### config.mk
export PLATFORM = sky130hd
export DESIGN_NAME = strip_result_streamer
export DESIGN_NICKNAME = d
export VERILOG_FILES = /design/src/rtl/strip_result_streamer.sv
export SDC_FILE = /design/constraint.sdc
export NUM_CORES = 1
export LEC_CHECK = 0
export BUFFER_PORTS_ARGS = -buffer_cell sky130_fd_sc_hd__buf_2
export CAP_MARGIN = 30
export CORE_MARGIN = 2
export CORE_UTILIZATION = 40
export CTS_BUF_LIST = sky130_fd_sc_hd__clkbuf_16
export DETAILED_ROUTE_END_ITERATION = 8
export PLACE_DENSITY = 0.83
export SLEW_MARGIN = 20
export SYNTH_ARGS = -nofsm -noshare
export SYNTH_HDL_FRONTEND = slang
export SYNTH_SLANG_ARGS = --single-unit
### constraint.sdc
create_clock -name clk -period 3.2 [get_ports clk]
set_input_delay 0.16 -clock clk [delete_from_list [all_inputs] [get_ports clk]]
set_output_delay 0.16 -clock clk [all_outputs]
set_load 0.02 [all_outputs]
### src/rtl/strip_result_streamer.sv
// Streams clamped 8-bit result samples from a bank of strip BRAMs to a UART,
// one strip after another, with start/abort control and per-strip completion flags.
module strip_result_streamer #(
  parameter int unsigned N_STRIPS  = 8,
  parameter int unsigned DATA_W    = 23,
  parameter int unsigned ADDR_W    = 13,
  parameter int unsigned STRIP_LEN = 6216,
  parameter int unsigned LAST_LEN  = 5772,
  parameter int unsigned RD_LAT    = 2,
  parameter int unsigned SHIFT     = 0
) (
  input  logic                                            clk,
  input  logic                                            reset,
  input  logic                                            start,
  input  logic                                            abort,
  input  logic                                            busy,
  input  logic [N_STRIPS*DATA_W-1:0]                      rd_data,
  output logic [ADDR_W-1:0]                               rd_addr,
  output logic [((N_STRIPS > 1) ? $clog2(N_STRIPS) : 1)-1:0] rd_strip,
  output logic                                            send,
  output logic [7:0]                                      transmit_data,
  output logic [N_STRIPS-1:0]                             strip_done,
  output logic                                            all_done,
  output logic                                            active
);

  localparam int unsigned STRIP_W = (N_STRIPS > 1) ? $clog2(N_STRIPS) : 1;
  // ADDR already covers one latency cycle; RD_LAT=1 still passes through WAIT_RD once
  localparam int unsigned WAIT_CYC = (RD_LAT > 1) ? RD_LAT - 1 : 1;
  localparam int unsigned CNT_W    = 3;

  localparam logic [STRIP_W-1:0] LAST_STRIP = STRIP_W'(N_STRIPS - 1);
  localparam logic [ADDR_W-1:0]  STRIP_END  = ADDR_W'(STRIP_LEN - 1);
  localparam logic [ADDR_W-1:0]  LAST_END   = ADDR_W'(LAST_LEN - 1);
  localparam logic [CNT_W-1:0]   WAIT_END   = CNT_W'(WAIT_CYC - 1);

  typedef enum logic [2:0] {
    S_IDLE,
    S_ADDR,
    S_WAIT_RD,
    S_LOAD,
    S_TX,
    S_NEXT,
    S_DONE
  } state_t;

  state_t               state_q, state_d;
  logic [CNT_W-1:0]     wait_q, wait_d;
  logic [7:0]           tx_byte_q, tx_byte_d;
  logic [ADDR_W-1:0]    rd_addr_d;
  logic [STRIP_W-1:0]   rd_strip_d;
  logic                 send_d;
  logic [7:0]           transmit_data_d;
  logic [N_STRIPS-1:0]  strip_done_d;
  logic                 all_done_d;
  logic                 active_d;

  logic signed [DATA_W-1:0] sample_c;
  logic signed [DATA_W-1:0] shifted_c;
  logic [7:0]               byte_c;
  logic [ADDR_W-1:0]        end_addr_c;

  // Select the slice of the strip currently being read
  always_comb begin
    sample_c = '0;
    for (int unsigned k = 0; k < N_STRIPS; k++) begin
      if (rd_strip == STRIP_W'(k)) begin
        sample_c = rd_data[k*DATA_W +: DATA_W];
      end
    end
  end

  // Scale and saturate to an unsigned byte using the full signed width
  always_comb begin
    shifted_c = sample_c >>> SHIFT;
    if (shifted_c[DATA_W-1]) begin
      byte_c = 8'd0;
    end else if (shifted_c > $signed(DATA_W'(255))) begin
      byte_c = 8'd255;
    end else begin
      byte_c = shifted_c[7:0];
    end
  end

  assign end_addr_c = (rd_strip == LAST_STRIP) ? LAST_END : STRIP_END;

  // Next-state and next-output logic; rd_addr/rd_strip double as the stream counters
  always_comb begin
    state_d         = state_q;
    wait_d          = wait_q;
    tx_byte_d       = tx_byte_q;
    rd_addr_d       = rd_addr;
    rd_strip_d      = rd_strip;
    send_d          = 1'b0;
    transmit_data_d = transmit_data;
    strip_done_d    = strip_done;

    if (abort && (state_q != S_IDLE)) begin
      state_d    = S_IDLE;
      wait_d     = '0;
      rd_addr_d  = '0;
      rd_strip_d = '0;
    end else begin
      case (state_q)
        S_IDLE, S_DONE: begin
          if (start) begin
            state_d      = S_ADDR;
            rd_addr_d    = '0;
            rd_strip_d   = '0;
            strip_done_d = '0;
          end
        end
        S_ADDR: begin
          wait_d  = '0;
          state_d = S_WAIT_RD;
        end
        S_WAIT_RD: begin
          if (wait_q == WAIT_END) begin
            state_d = S_LOAD;
          end else begin
            wait_d = wait_q + CNT_W'(1);
          end
        end
        S_LOAD: begin
          tx_byte_d = byte_c;
          state_d   = S_TX;
        end
        S_TX: begin
          if (!busy) begin
            transmit_data_d = tx_byte_q;
            send_d          = 1'b1;
            state_d         = S_NEXT;
          end
        end
        S_NEXT: begin
          if (rd_addr == end_addr_c) begin
            strip_done_d[rd_strip] = 1'b1;
            rd_addr_d              = '0;
            if (rd_strip == LAST_STRIP) begin
              state_d = S_DONE;
            end else begin
              rd_strip_d = rd_strip + STRIP_W'(1);
              state_d    = S_ADDR;
            end
          end else begin
            rd_addr_d = rd_addr + ADDR_W'(1);
            state_d   = S_ADDR;
          end
        end
        default: begin
          state_d = S_IDLE;
        end
      endcase
    end

    all_done_d = (state_d == S_DONE);
    active_d   = (state_d != S_IDLE) && (state_d != S_DONE);
  end

  // State and registered outputs
  always_ff @(posedge clk or negedge reset) begin
    if (!reset) begin
      state_q       <= S_IDLE;
      wait_q        <= '0;
      tx_byte_q     <= '0;
      rd_addr       <= '0;
      rd_strip      <= '0;
      send          <= 1'b0;
      transmit_data <= '0;
      strip_done    <= '0;
      all_done      <= 1'b0;
      active        <= 1'b0;
    end else begin
      state_q       <= state_d;
      wait_q        <= wait_d;
      tx_byte_q     <= tx_byte_d;
      rd_addr       <= rd_addr_d;
      rd_strip      <= rd_strip_d;
      send          <= send_d;
      transmit_data <= transmit_data_d;
      strip_done    <= strip_done_d;
      all_done      <= all_done_d;
      active        <= active_d;
    end
  end

endmodule
==> summary.md, run 1 <==
| Metric | Value |
|---|---|
| Status | `finished clean` |
| Final Max Tran Viols | `0` |
| Hold Startpoint | `abort` |
| Kind of critical path | `register to register` |
| Reg2reg end | `tx_byte_q[2]` |
| Wirelength per Cell | `approximately 18 um` |
| Hold WS | `roughly 190 ps` |
| Dominant cells by area after synthesis | `dfrtp_1 (29%), nor2_1 (5.7%), a21oi_1 (4.9%), mux2_2 (3.7%), o21ai_0 (3.3%)` |
| Final cell utilization of the core | `between 50% and 60%` |
| Clock skew | `5.521 ps` |
| Cell Area, Synth | `approximately 4200 um^2` |
| Ratio of cells with drive above 1 in the final layout | `between 30% and 40%` |
| Met3 Wirelength | `1469 um` |
| Post-Syn Nets | `between 700 and 800` |
| Unrepaired setup endpoints after global routing | `false` |
| Vias | `5,015` |
| R2r setup slk | `roughly 200 ps` |
| Hold Path Class | `input port to register` |
| CTS Buf Count | `5` |
| Final setup viols | `0` |
| Peak VDD IR | `between 0.0002 and 0.00025 V` |
| Top Layer Used | `met4` |
| Min setup slack post-route | `between 150 and 200 ps` |
| CTS tree | `done` |
| Hpwl dp | `12,470 um` |
| Final nets | `between 900 and 1,000` |
| Register bit total from synthesis | `49` |
| Post-synth EDFFs | `0` |
| Final hold vios | `0` |
| Vias in the first global route | `between 4,000 and 5,000` |
| # DRC | `0` |
| # placed instances | `between 800 and 900` |
| First-iteration detailed-routing DRC count | `around 500` |
| Async set-reset flop share out of synthesis | `100.0%` |
| Crit Path Max Fanout | `13` |
| R2R depth | `9` |
| Area leader, netlist | `dfrtp_1` |
| Setup TNS | `0 ps` |
| Initial antenna violation count | `1` |
| Sequential share of the synthesized area | `around 29%` |
| Commonest cells after routing, fill and taps aside | `buf_2 (224), nor2_1 (64), dfrtp_1 (48)` |
| Finished Cell Area | `~5600 um^2` |
| Final Non-Filler Cells | `between 800 and 900` |
| Mapped Cells | `between 500 and 600` |
| Min cycle time layout | `approximately 3000 ps` |
| Metal2 WL | `approximately 7300 um` |
| Syn_area_per_cell | `7.960 um^2` |
| Port Buffers | `223` |
| Leading cell type in the layout, fill and taps excluded | `buf_2` |
| Least-Margin Pin Slew | `897.8 ps` |
| Vias per cell | `5.718` |
| Critical Path RT | `~3400 ps` |
| Die X | `106.7 um` |
| Relative slew slack | `40.02%` |
| Antenna-violating nets left | `0` |
| Reg2reg start | `rd_strip[1]` |
| Largest net degree at the start of global routing | `35` |
| Overall Power | `2.216 mW` |
| CTS sink count | `49` |
| Count of cell types in the netlist | `77` |
| Area share of the largest cell type after synthesis | `29.06%` |
| Critical Path Start Type | `register` |
| Critical Path AT | `3150 ps` |
| Worst hold endpoint | `state_q[2]` |
| Fmax | `around 0.33 GHz` |
| Initial Util | `just over 40%` |
| Core area | `just over 10,000 um^2` |
| CP Capture Type | `register` |
| H-tree levels | `2` |
| Global-route wire length before repair | `roughly 24,000 um` |
| Ant diodes | `0` |
| Cell area power density | `slightly below 400 nW/um^2` |
| Setup WS pre-CTS | `roughly 190 ps` |
| Dpl cell area | `roughly 5400 um^2` |
| Die area | `approximately 11,000 um^2` |
| RD Place Congestion | `approximately 1` |
| Overall routing resource usage | `a little over a quarter` |
| Row cnt | `37` |
| Layout area overhead | `33.10%` |
| First-pass DRT Iterations | `6` |
| Worst-path clk slew | `approximately 70 ps` |
| Met1 Wirelength | `about 6500 um` |
| Hold depth | `2` |
| Io pins | `~220` |
| Overflow after GRT | `0` |
| Tcrit/Tclk final | `93.76%` |
| Top_reg_cell synth | `dfrtp_1` |
| Max Cap Viol | `0` |
| Clk_lat worst skew | `280 ps` |
| Final WL | `~16,000 um` |
| CTS max path bufs | `2` |
| Synth Warn # | `0` |
| Cell leakage power | `2.730 nW` |
| Die Height | `106.7 um` |
| Clk root buf | `clkbuf_16` |
==> kinds of logic after synthesis <==
group                    after synthesis  share of synthesized area (%)
AND/OR/NAND/NOR                      194                          24.05
adder cells (fa/ha/maj)                9                          2.669
AO/OA/AOI/OAI                        190                          31.91
XOR/XNOR                               7                          1.453
flip-flops                            49                          29.06
multiplexers                          15                          3.974
buffers and inverters                 66                          6.880
==> synth_stat cells, types with 5 or more instances <==
| library cell | n |
|---|---|
| a31oi_1 | 9 |
| o21a_1 | 9 |
| xnor2_1 | 5 |
| mux2_2 | 14 |
| o21ai_0 | 28 |
| nor2_1 | 64 |
| nor2b_1 | 16 |
| buf_2 | 16 |
| nand2_1 | 37 |
| a21oi_1 | 41 |
| nand3b_1 | 8 |
| o31ai_1 | 12 |
| nor4_1 | 5 |
| nor4b_1 | 5 |
| a221oi_1 | 14 |
| o311a_1 | 6 |
| nand3_1 | 6 |
| ha_1 | 9 |
| clkbuf_1 | 16 |
| a211oi_1 | 13 |
| nor3_1 | 13 |
| nand2b_1 | 6 |
| dfrtp_1 | 49 |
| inv_1 | 25 |
==> worst max-delay path: stages (launching register included) <==
cell	delay (ps)
dfrtp_1	510
ha_1	230
ha_1	320
buf_4	260
buf_4	210
a211oi_1	90
o21ai_0	420
a21oi_2	210
a2111oi_0	480
a31oi_1	140
==> how the worst max path moves through the flow <==
stage	slack, ps	start	to
6_report	200	rd_strip[1]	tx_byte_q[2]
5_1_grt	40	rd_strip[1]	tx_byte_q[2]
4_1_cts	180	rd_strip[0]	tx_byte_q[2]
3_5_place_dp	190	rd_strip[0]	tx_byte_q[2]
3_3_place_gp	260	rd_strip[0]	tx_byte_q[2]
2_1_floorplan	440	rd_strip[2]	tx_byte_q[0]
==> per-layer routing <==
layer / GRT usage, % / up-vias
met4: 6.586 / 0
met2: 43.86 / 281
met3: 5.471 / 24
met1: 35.57 / 2303
li1: - / 2407
met5: 0 / -
==> cell type report <==
| class | count | area [um^2] |
|---|---|---|
| Inverter | 26 | 97.59 |
| Sequential cell | 49 | 1227 |
| Clock buffer | 5 | 125.1 |
| Timing Repair Buffer | 243 | 1266 |
| Clock inverter | 3 | 17.52 |
| Fill cell | 1019 | 4662 |
| Multi-Input combinational cell | 415 | 2711 |
| Tap cell | 136 | 170.2 |
==> power breakdown <==
group	internal (mW)	leakage, nW	switching [mW]
combinational	0.380	2.00	0.478
sequential	0.730	0.658	0.120
clock	0.287	0.0712	0.222
==> what timing repair did <==
action / in CTS / in global routing
endpoints found under the hold margin: 25 / 0
gates resized for setup: 0 / 3
hold buffers: 1 / 0
buffers inserted: 0 / 1
endpoints found under the setup margin: 0 / 8
==> state kept, by name, summed over array words and instances (netlist names) <==
name	flops
active	1
all_done	1
rd_addr	13
rd_strip	3
send	1
state_q	3
strip_done	8
transmit_data	8
tx_byte_q	8
wait_q	3
Note: power is estimated with default switching activity, not from simulation.
==> run 2: changes to the inputs <==
Settings changed: RECOVER_POWER from default to 100.
==> run 2 against run 1 <==
  * Sequential power shrank 0.5%
  * Global-route usage is the same
  * Utilization decreased by 0.66 points
  * Largest cell class unchanged
  * Maximum frequency barely moved
  * Combinational power fell by 2.4%
  * Sequential share of layout area is 0.27 points higher
  * Final area decreased by 1.2%
  * Register-to-register slack about the same
  * Power is 1.1% lower
  * Clock skew barely moved
  * Non-clock buffer count is the same
  * Hold slack lost 7.2 ps
  * Largest power group is now sequential cells
==> summary.md, run 2 (synthesis gave the netlist of run 1 again) <==
| Metric | Value |
|---|---|
| Status | `finished clean` |
| Initial Util | `41.05%` |
| Die Height | `106.7 um` |
| Kind of critical path | `register to register` |
| Cell area power density | `about 400 nW/um^2` |
| CP max-delay cell | `dfrtp_2` |
| Die area | `11,380 um^2` |
| Vias per cell | `around 5.8` |
| Antenna-violating nets left | `0` |
| Hold Path Class | `input port to register` |
| Global-route wire length before repair | `around 24,000 um` |
| Crit-path max cell delay | `roughly 470 ps` |
| Seq. cell area | `between 1000 and 1500 um^2` |
| Overall routing resource usage | `a little over a quarter` |
| Relative slew slack | `~9.6%` |
| Overflow after GRT | `0` |
| Hpwl dp | `approximately 12,000 um` |
| First-pass DRT Iterations | `5` |
| Area occupied by multi-input gates | `between 2000 and 3000 um^2` |
| Final cell utilization of the core | `53.98%` |
| Worst-path clk slew | `70 ps` |
| Max Cap Viol | `0` |
| Peak VDD IR | `0.0002210 V` |
| CTS sink count | `between 40 and 50` |
| Tcrit/Tclk final | `a little over nine tenths` |
| Final Max Tran Viols | `0` |
| CTS tree | `done` |
| Biggest register | `rd_addr` |
| Vias | `between 5,000 and 6,000` |
| Critical Path AT | `between 3000 and 4000 ps` |
| Critical Path Start Type | `register` |
| Clk_lat worst skew | `between 200 and 300 ps` |
| Ant diodes | `0` |
| Hold WS | `roughly 190 ps` |
| Clock skew | `just under 6 ps` |
| Cell mode on critical path | `buf_4` |
| RD Place Congestion | `0.9888` |
| Initial antenna violation count | `1` |
| Crit Path Max Fanout | `13` |
| # DRC | `0` |
| Final hold vios | `0` |
| Largest net degree at the start of global routing | `35` |
| Fmax | `around 0.33 GHz` |
| H-tree levels | `2` |
| Fillers | `1,044` |
| Cell leakage power | `approximately 2.6 nW` |
| Final setup viols | `0` |
| CP Capture Type | `register` |
| Row cnt | `37` |
| Ratio of cells with drive above 1 in the final layout | `between 30% and 40%` |
| Critical Path RT | `around 3400 ps` |
| Least-Margin Pin Slew | `~1300 ps` |
| Final nets | `between 900 and 1,000` |
| Min cycle time layout | `between 3000 and 4000 ps` |
| Unrepaired setup endpoints after global routing | `false` |
| Layout area overhead | `31.49%` |
| Final WL | `15,580 um` |
| First-iteration detailed-routing DRC count | `475` |
| CTS Buf Count | `5` |
| Die X | `106.7 um` |
| Port Buffers | `between 200 and 250` |
| Core area | `10,280 um^2` |
| Dpl cell area | `between 5000 and 6000 um^2` |
| Finished Cell Area | `5548 um^2` |
| Io pins | `between 200 and 250` |
| Clk root buf | `clkbuf_16` |
| Commonest cells after routing, fill and taps aside | `buf_2 (190), nor2_1 (64), dfrtp_1 (48)` |
| Max FFs per register | `13` |
| R2r setup slk | `~200 ps` |
| Wirelength per Cell | `approximately 18 um` |
| Leading cell type in the layout, fill and taps excluded | `buf_2` |
| CTS max path bufs | `2` |
| Setup TNS | `0 ps` |
| Worst path cell trace | `inv_1 -> ha_1 -> buf_4 -> nor2b_1 -> buf_4 -> a221oi_1 -> o32a_1 -> o32ai_1 -> nor4_4 -> buf_2 -> a31oi_1` |
| Vias in the first global route | `roughly 4,800` |
## run 2: changes by cell type in the layout (fill, tap and decap cells not counted), sizes merged
cell    change
buf        -36
clkbuf     +36
## run 2: final cells by class
| class | instances | share of cell area, % |
|---|---|---|
| sequential | 49 | 22.12 |
| timing repair buffer | 243 | 21.92 |
| inverter | 26 | 1.759 |
| multi-input combinational | 415 | 48.56 |
| clock buffer | 5 | 2.255 |
| tap | 136 | 3.067 |
| clock inverter | 3 | 0.3157 |
## run 2: power breakdown
part / switching [mW] / internal (mW) / total [mW]
Clock: 0.223 / 0.287 / 0.510
Combinational: 0.476 / 0.360 / 0.837
Sequential: 0.116 / 0.730 / 0.846
Total: 0.816 / 1.38 / 2.19
## run 2: final timing paths
check	start	to	depth (start not counted)
max in group asynchronous	reset	state_q[0]	3
min	abort	state_q[2]	2
min in group asynchronous	reset	rd_addr[9]	2
min reg2reg	strip_done[2]	strip_done[2]	1
max reg2reg	rd_strip[0]	tx_byte_q[0]	11
max	rd_strip[0]	tx_byte_q[0]	11
## run 2: repair_timing
action | 4_1_cts | 5_1_grt
endpoints found under the hold margin | 25 | 0
buffers inserted | 0 | 1
endpoints found under the setup margin | 0 | 8
resized for setup | 0 | 3
hold buffers | 1 | 0
## run 2: through the flow
stage | cells | power [mW] | worst slack (ps)
2_1_floorplan | 530 | 1.395 | 438.1
3_3_place_gp | 866 | 1.699 | 259.7
3_5_place_dp | 866 | 1.706 | 188.1
4_1_cts | 875 | 2.220 | 181.7
5_1_grt | 877 | 2.337 | 18.97
6_report | 877 | 2.193 | 200.0
## run 2: layer usage
| metal | track usage (%) | up-vias | part of all wire, % |
|---|---|---|---|
| met2 | 43.86 | 321 | 47 |
| met1 | 35.57 | 2291 | 41 |
| met5 | 0 | - | 0 |
| met3 | 5.471 | 28 | 10 |
| met4 | 6.586 | 0 | 2.1 |
| li1 | - | 2407 | - |
## run 2: critical path: cells and delay by family, from the launching register on
family                     cells  cell delay (ps)
buffers and inverters          4              830
DFF                            1              470
adders and majority gates      1              340
and+or+nand+nor                2              190
AOI/OAI and AO/OA              4             1060
